### config.mk
export PLATFORM = sky130hd
export DESIGN_NAME = fft_stage_seq_flat
export DESIGN_NICKNAME = d
export VERILOG_FILES = /design/src/rtl/fft_stage_seq_if.sv /design/src/rtl/fft_stage_seq.sv /design/src/flat_wrapper.sv
export SDC_FILE = /design/constraint.sdc
export NUM_CORES = 1
export LEC_CHECK = 0
export CAP_MARGIN = 20
export CORE_UTILIZATION = 46
export DETAILED_ROUTE_END_ITERATION = 12
export GPL_TIMING_DRIVEN = 0
export MAX_ROUTING_LAYER = met4
export PLACE_DENSITY = 0.76
export SYNTH_ARGS = -nofsm -noshare
export SYNTH_HDL_FRONTEND = slang
export SYNTH_SLANG_ARGS = --single-unit
### constraint.sdc
create_clock -name clk -period 1.47 [get_ports clk]
set_input_delay 0.3675 -clock clk [delete_from_list [all_inputs] [get_ports clk]]
set_output_delay 0.3675 -clock clk [all_outputs]
set_load 0.02 [all_outputs]
### src/rtl/fft_stage_seq_if.sv
// Control bundle between a radix-2 FFT stage sequencer and its stage datapath.
// The master side issues frame strobes; the slave side returns stage controls.
interface fft_stage_seq_if;
    logic       din_valid;
    logic       sr_en;
    logic       mux_sel;
    logic       bfly_en;
    logic       dout_valid;
    logic       busy;
    logic       frame_done;
    logic [7:0] frame_cnt;

    modport master (
        output din_valid,
        input  sr_en,
        input  mux_sel,
        input  bfly_en,
        input  dout_valid,
        input  busy,
        input  frame_done,
        input  frame_cnt
    );

    modport slave (
        input  din_valid,
        output sr_en,
        output mux_sel,
        output bfly_en,
        output dout_valid,
        output busy,
        output frame_done,
        output frame_cnt
    );
endinterface

### src/rtl/fft_stage_seq.sv
// Frame sequencer for one radix-2 FFT stage: turns a frame start strobe
// into shift enable, add/sub mux select, butterfly enable and output valid.
module fft_stage_seq #(
    parameter int FRAME_LEN = 32,
    parameter int GRP_LEN   = 4,
    parameter int OUT_LAT   = 4,
    parameter int CNT_W     = 6
) (
    input  logic           clk,
    input  logic           rstn,
    fft_stage_seq_if.slave bus
);

    localparam int GB = $clog2(GRP_LEN);
    localparam int DW = (OUT_LAT > 1) ? $clog2(OUT_LAT) : 1;
    localparam logic [CNT_W-1:0] CYC_LAST = CNT_W'(FRAME_LEN - 1);
    localparam logic [DW-1:0]    DRN_LAST = DW'(OUT_LAT - 1);

    typedef enum logic [1:0] {IDLE, RUN, DRAIN} state_t;

    state_t           state;
    state_t           state_n;
    logic [CNT_W-1:0] cyc_cnt;
    logic [CNT_W-1:0] cyc_n;
    logic [DW-1:0]    drain_cnt;
    logic [DW-1:0]    drain_n;
    logic [OUT_LAT-1:0] vld_dl;
    logic             sr_en_q;
    logic             mux_sel_q;
    logic             bfly_en_q;
    logic             busy_q;
    logic             frame_done_q;
    logic [7:0]       frame_cnt_q;
    logic             frame_end;

    assign frame_end = (state == RUN) && (cyc_cnt == CYC_LAST);

    always_comb begin
        state_n = state;
        cyc_n   = cyc_cnt;
        drain_n = drain_cnt;
        case (state)
            IDLE: begin
                cyc_n = '0;
                if (bus.din_valid) state_n = RUN;
            end
            RUN: begin
                if (cyc_cnt == CYC_LAST) begin
                    cyc_n   = '0;
                    drain_n = '0;
                    if (!bus.din_valid) state_n = DRAIN;
                end else begin
                    cyc_n = cyc_cnt + CNT_W'(1);
                end
            end
            DRAIN: begin
                cyc_n = '0;
                if (bus.din_valid) begin
                    state_n = RUN;
                end else if (drain_cnt == DRN_LAST) begin
                    state_n = IDLE;
                end else begin
                    drain_n = drain_cnt + DW'(1);
                end
            end
            default: begin
                state_n = IDLE;
                cyc_n   = '0;
                drain_n = '0;
            end
        endcase
    end

    // Outputs are computed from next-state so they align with the state they decode.
    always_ff @(posedge clk or negedge rstn) begin
        if (!rstn) begin
            state        <= IDLE;
            cyc_cnt      <= '0;
            drain_cnt    <= '0;
            sr_en_q      <= 1'b0;
            mux_sel_q    <= 1'b0;
            bfly_en_q    <= 1'b0;
            busy_q       <= 1'b0;
            frame_done_q <= 1'b0;
            frame_cnt_q  <= 8'd0;
            vld_dl       <= '0;
        end else begin
            state        <= state_n;
            cyc_cnt      <= cyc_n;
            drain_cnt    <= drain_n;
            sr_en_q      <= (state_n == RUN);
            mux_sel_q    <= (state_n == RUN) && cyc_n[GB-1];
            bfly_en_q    <= mux_sel_q;
            busy_q       <= (state_n != IDLE);
            frame_done_q <= frame_end;
            if (frame_end) frame_cnt_q <= frame_cnt_q + 8'd1;
            vld_dl[0] <= sr_en_q;
            for (int i = 1; i < OUT_LAT; i++) vld_dl[i] <= vld_dl[i-1];
        end
    end

    assign bus.sr_en      = sr_en_q;
    assign bus.mux_sel    = mux_sel_q;
    assign bus.bfly_en    = bfly_en_q;
    assign bus.dout_valid = vld_dl[OUT_LAT-1];
    assign bus.busy       = busy_q;
    assign bus.frame_done = frame_done_q;
    assign bus.frame_cnt  = frame_cnt_q;

endmodule

### src/flat_wrapper.sv
// flat-port wrapper written by rule: the top's interface ports become plain ports
module fft_stage_seq_flat 
#(
    parameter int FRAME_LEN = 32,
    parameter int GRP_LEN   = 4,
    parameter int OUT_LAT   = 4,
    parameter int CNT_W     = 6
)
  (clk, rstn, bus_din_valid, bus_sr_en, bus_mux_sel, bus_bfly_en, bus_dout_valid, bus_busy, bus_frame_done, bus_frame_cnt);
  fft_stage_seq_if bus_i ();
  input  logic clk;
  input  logic rstn;
  input wire logic [$bits(bus_i.din_valid)-1:0] bus_din_valid;
  output wire logic [$bits(bus_i.sr_en)-1:0] bus_sr_en;
  output wire logic [$bits(bus_i.mux_sel)-1:0] bus_mux_sel;
  output wire logic [$bits(bus_i.bfly_en)-1:0] bus_bfly_en;
  output wire logic [$bits(bus_i.dout_valid)-1:0] bus_dout_valid;
  output wire logic [$bits(bus_i.busy)-1:0] bus_busy;
  output wire logic [$bits(bus_i.frame_done)-1:0] bus_frame_done;
  output wire logic [$bits(bus_i.frame_cnt)-1:0] bus_frame_cnt;
  assign bus_i.din_valid = bus_din_valid;
  assign bus_sr_en = bus_i.sr_en;
  assign bus_mux_sel = bus_i.mux_sel;
  assign bus_bfly_en = bus_i.bfly_en;
  assign bus_dout_valid = bus_i.dout_valid;
  assign bus_busy = bus_i.busy;
  assign bus_frame_done = bus_i.frame_done;
  assign bus_frame_cnt = bus_i.frame_cnt;
  fft_stage_seq #(.FRAME_LEN(FRAME_LEN), .GRP_LEN(GRP_LEN), .OUT_LAT(OUT_LAT), .CNT_W(CNT_W)) u_core (.clk(clk), .rstn(rstn), .bus(bus_i));
endmodule
==> results by group <==
Yosys
  – Syn Std Cell Area: 1070 µm²
  – Post-synthesis sequential area ratio: 63.4%
  – Yosys reg bits: 27
  – Async SR Flop Fraction: 100%
  – Synth Warn #: 0
  – EDFF count, synth: 0
  – Syn Nets: 89
  – Netlist cell types: 24
  – Post-Synthesis Cells: 83
  – Synth Flop Type: dfrtp_1
  – Syn Area/Cell: 12.8 µm²

GRT
  – Global-route wire length before repair: 3000 µm
  – Total GRT Usage: 16.8%
  – Antenna violations before repair: 0
  – Pin count of the biggest net entering global routing: 20
  – Congestion Overflow GR: 0
  – Vias in the first global route: 691

Timing
  – Pins Over Slew Limit: 0
  – Final hold slack: 355 ps
  – Final setup TNS: 0 ps
  – RSZ-0062 raised after global routing: true
  – Worst slew pin tran: 484 ps
  – Worst Skew: 2.00 ps
  – Min Tclk post-route: 1440 ps
  – Period utilization: 98.2%
  – Slew headroom: 67.7%
  – # setup viols final: 0
  – Fmax: 0.692 GHz
  – Final hold viol count: 0

Critical path
  – FF-to-FF Start: u_core.cyc_cnt[1]
  – R2R Setup Slk: 30 ps
  – Worst path arrival time: 1670 ps
  – Setup crit end kind: flop
  – CP Launch Type: flop
  – RR Endpoint: u_core.drain_cnt[0]
  – WS Path Type: flop to flop
  – CP Max Fanout: 3
  – R2R depth: 5
  – Worst path required time: 1700 ps

Drt
  – Vias: 697
  – Drt wl/cell: 12.8 µm
  – Pre-Repair DR Iteration Count: 4
  – WL final: 1790 µm
  – Starting DRT DRC Count: 10
  – Vias per cell: 4.98
  – Antenna-violating nets left: 0
  – Drt drc: 0

Clock tree
  – H-tree levels: 1
  – Clk buf depth: 2
  – Clock tree from TritonCTS: built
  – Root Buffer: clkbuf_4
  – Clock latency on the worst-skew pair: 320 ps
  – # clock sinks: 27
  – Clk slew on worst S/H paths: 140 ps
  – Total clock buffers created by CTS: 3

Power and ir drop
  – Peak VDD IR: 0.934 mV
  – Leakage: 0.000646 µW
  – Power per Cell Area: 1520 nW/µm²

Die
  – Io pins: 17
  – Die width: 50.1 µm
  – Die Y: 50.1 µm
  – Die area: 2510 µm²
  – Initial Util: 48.7%
  – Core region area: 2190 µm²
  – FP Rows: 17

Placed design
  – Port Buf Inserts: 16
  – Routability cong.: 0.730
  – Post-DP HPWL: 1210 µm

Run
  – Max_cap viols: 0

Final layout
  – Ant. Diodes: 0
  – Layout area overhead: 31.7%
  – Most frequent cells in the layout: 24 x dfrtp_1, 9 x nor2_1, 8 x xnor2_1, 8 x dlygate4sd2_1, 8 x buf_4
  – Layout cell share with drive strength beyond 1: 25.0%
  – Final #Nets: 119
  – Commonest non-fill, non-tap cell in the layout: dfrtp_1

Outcome
  – Status: finished clean

Min path
  – HP Class: input port to async pin
## worst max-delay path: stages, from the launching register on
cell     delay [ps]
dfrtp_1         420
ha_4            170
nand2_4          60
or3_4           380
nor2b_4         140
a22o_1          180
## registers in the layout (all words and copies together), names as in the netlist
signal                 flops
u_core.bus.bfly_en         1
u_core.bus.mux_sel         1
u_core.bus.frame_done      1
u_core.drain_cnt           2
u_core.state               2
u_core.bus.busy            1
u_core.vld_dl              4
u_core.cyc_cnt             6
u_core.bus.frame_cnt       8
u_core.bus.sr_en           1
## report_power, final
| part | total [µW] | internal [µW] | switching, µW |
|---|---|---|---|
| registers | 1110 | 938 | 173 |
| clock network | 312 | 102 | 210 |
| logic | 715 | 346 | 369 |
## Yosys cell counts, types with 2 or more instances
| cell | n | share of area (%) |
|---|---|---|
| dfrtp_1 | 27 | 63 |
| nor2_1 | 9 | 3.2 |
| xnor2_1 | 8 | 6.6 |
| a21oi_1 | 4 | 1.9 |
| nand2_1 | 4 | 1.4 |
| nand3_1 | 4 | 1.9 |
| xor2_1 | 4 | 3.3 |
| ha_1 | 3 | 3.5 |
| inv_1 | 3 | 1.1 |
| and4_1 | 2 | 1.6 |
| nand4_1 | 2 | 1.2 |
## per-layer routing
layer | part of all wire (%) | vias to the layer above | track usage, %
met5 | 0 | - | -
met4 | 2.8 | 0 | 11.4
met3 | 3.4 | 4 | 2.12
met2 | 48 | 16 | 25.8
met1 | 46 | 337 | 20.8
li1 | - | 340 | -
## metrics by stage
step | util [%] | cell area [µm²] | cells | setup WS, ps | total power, µW
4_1_cts | 63.5 | 1390 | 139 | 10.4 | 2130
3_5_place_dp | 59.2 | 1300 | 128 | -250 | 1790
6_report | 64.1 | 1400 | 140 | 25.9 | 2140
3_3_place_gp | 58.0 | 1270 | 127 | -311 | 1730
2_1_floorplan | - | 1070 | 83 | -64.9 | 1510
5_1_grt | 64.1 | 1400 | 140 | -46.1 | 2280
## worst max-delay path by stage
stage | slack [ps] | depth (start not counted) | to | startpoint
after global placement | -310 | 1 | u_core.bus.frame_cnt[0] | rstn
after floorplan | -60 | 4 | u_core.bus.frame_cnt[1] | u_core.cyc_cnt[0]
final | 30 | 5 | u_core.drain_cnt[0] | u_core.cyc_cnt[1]
after global routing | -50 | 5 | u_core.bus.frame_cnt[5] | u_core.state[1]
after CTS | 10 | 1 | bus_frame_cnt[2] | u_core.bus.frame_cnt[2]
after detailed placement | -250 | 4 | u_core.bus.frame_cnt[1] | u_core.cyc_cnt[0]
## final cells by class
class                      instances  area (µm²)
multi-input combinational         53         420
sequential                        27         679
clock buffer                       3        22.5
tap                               28        35.0
timing repair buffer              25         230
clock inverter                     1        5.00
inverter                           3        11.3
fill                             174         787
## kinds of logic after synthesis
kind of cell / count (synthesis) / share of synthesized area [%]
AO/OA/AOI/OAI: 8 / 4.58
XOR/XNOR: 12 / 9.86
adder cells (fa/ha/maj): 3 / 3.52
buffers and inverters: 3 / 1.06
flip-flops: 27 / 63.4
multiplexers: 2 / 2.00
AND/OR/NAND/NOR: 28 / 15.6
## repair_timing
action,4_1_cts,5_1_grt
buffers inserted,7,1
pin swaps,3,5
hold buffers,0,0
resized for setup,25,8
endpoints found under the hold margin,0,0
endpoints found under the setup margin,27,14
(Power assumes the default switching activity.)
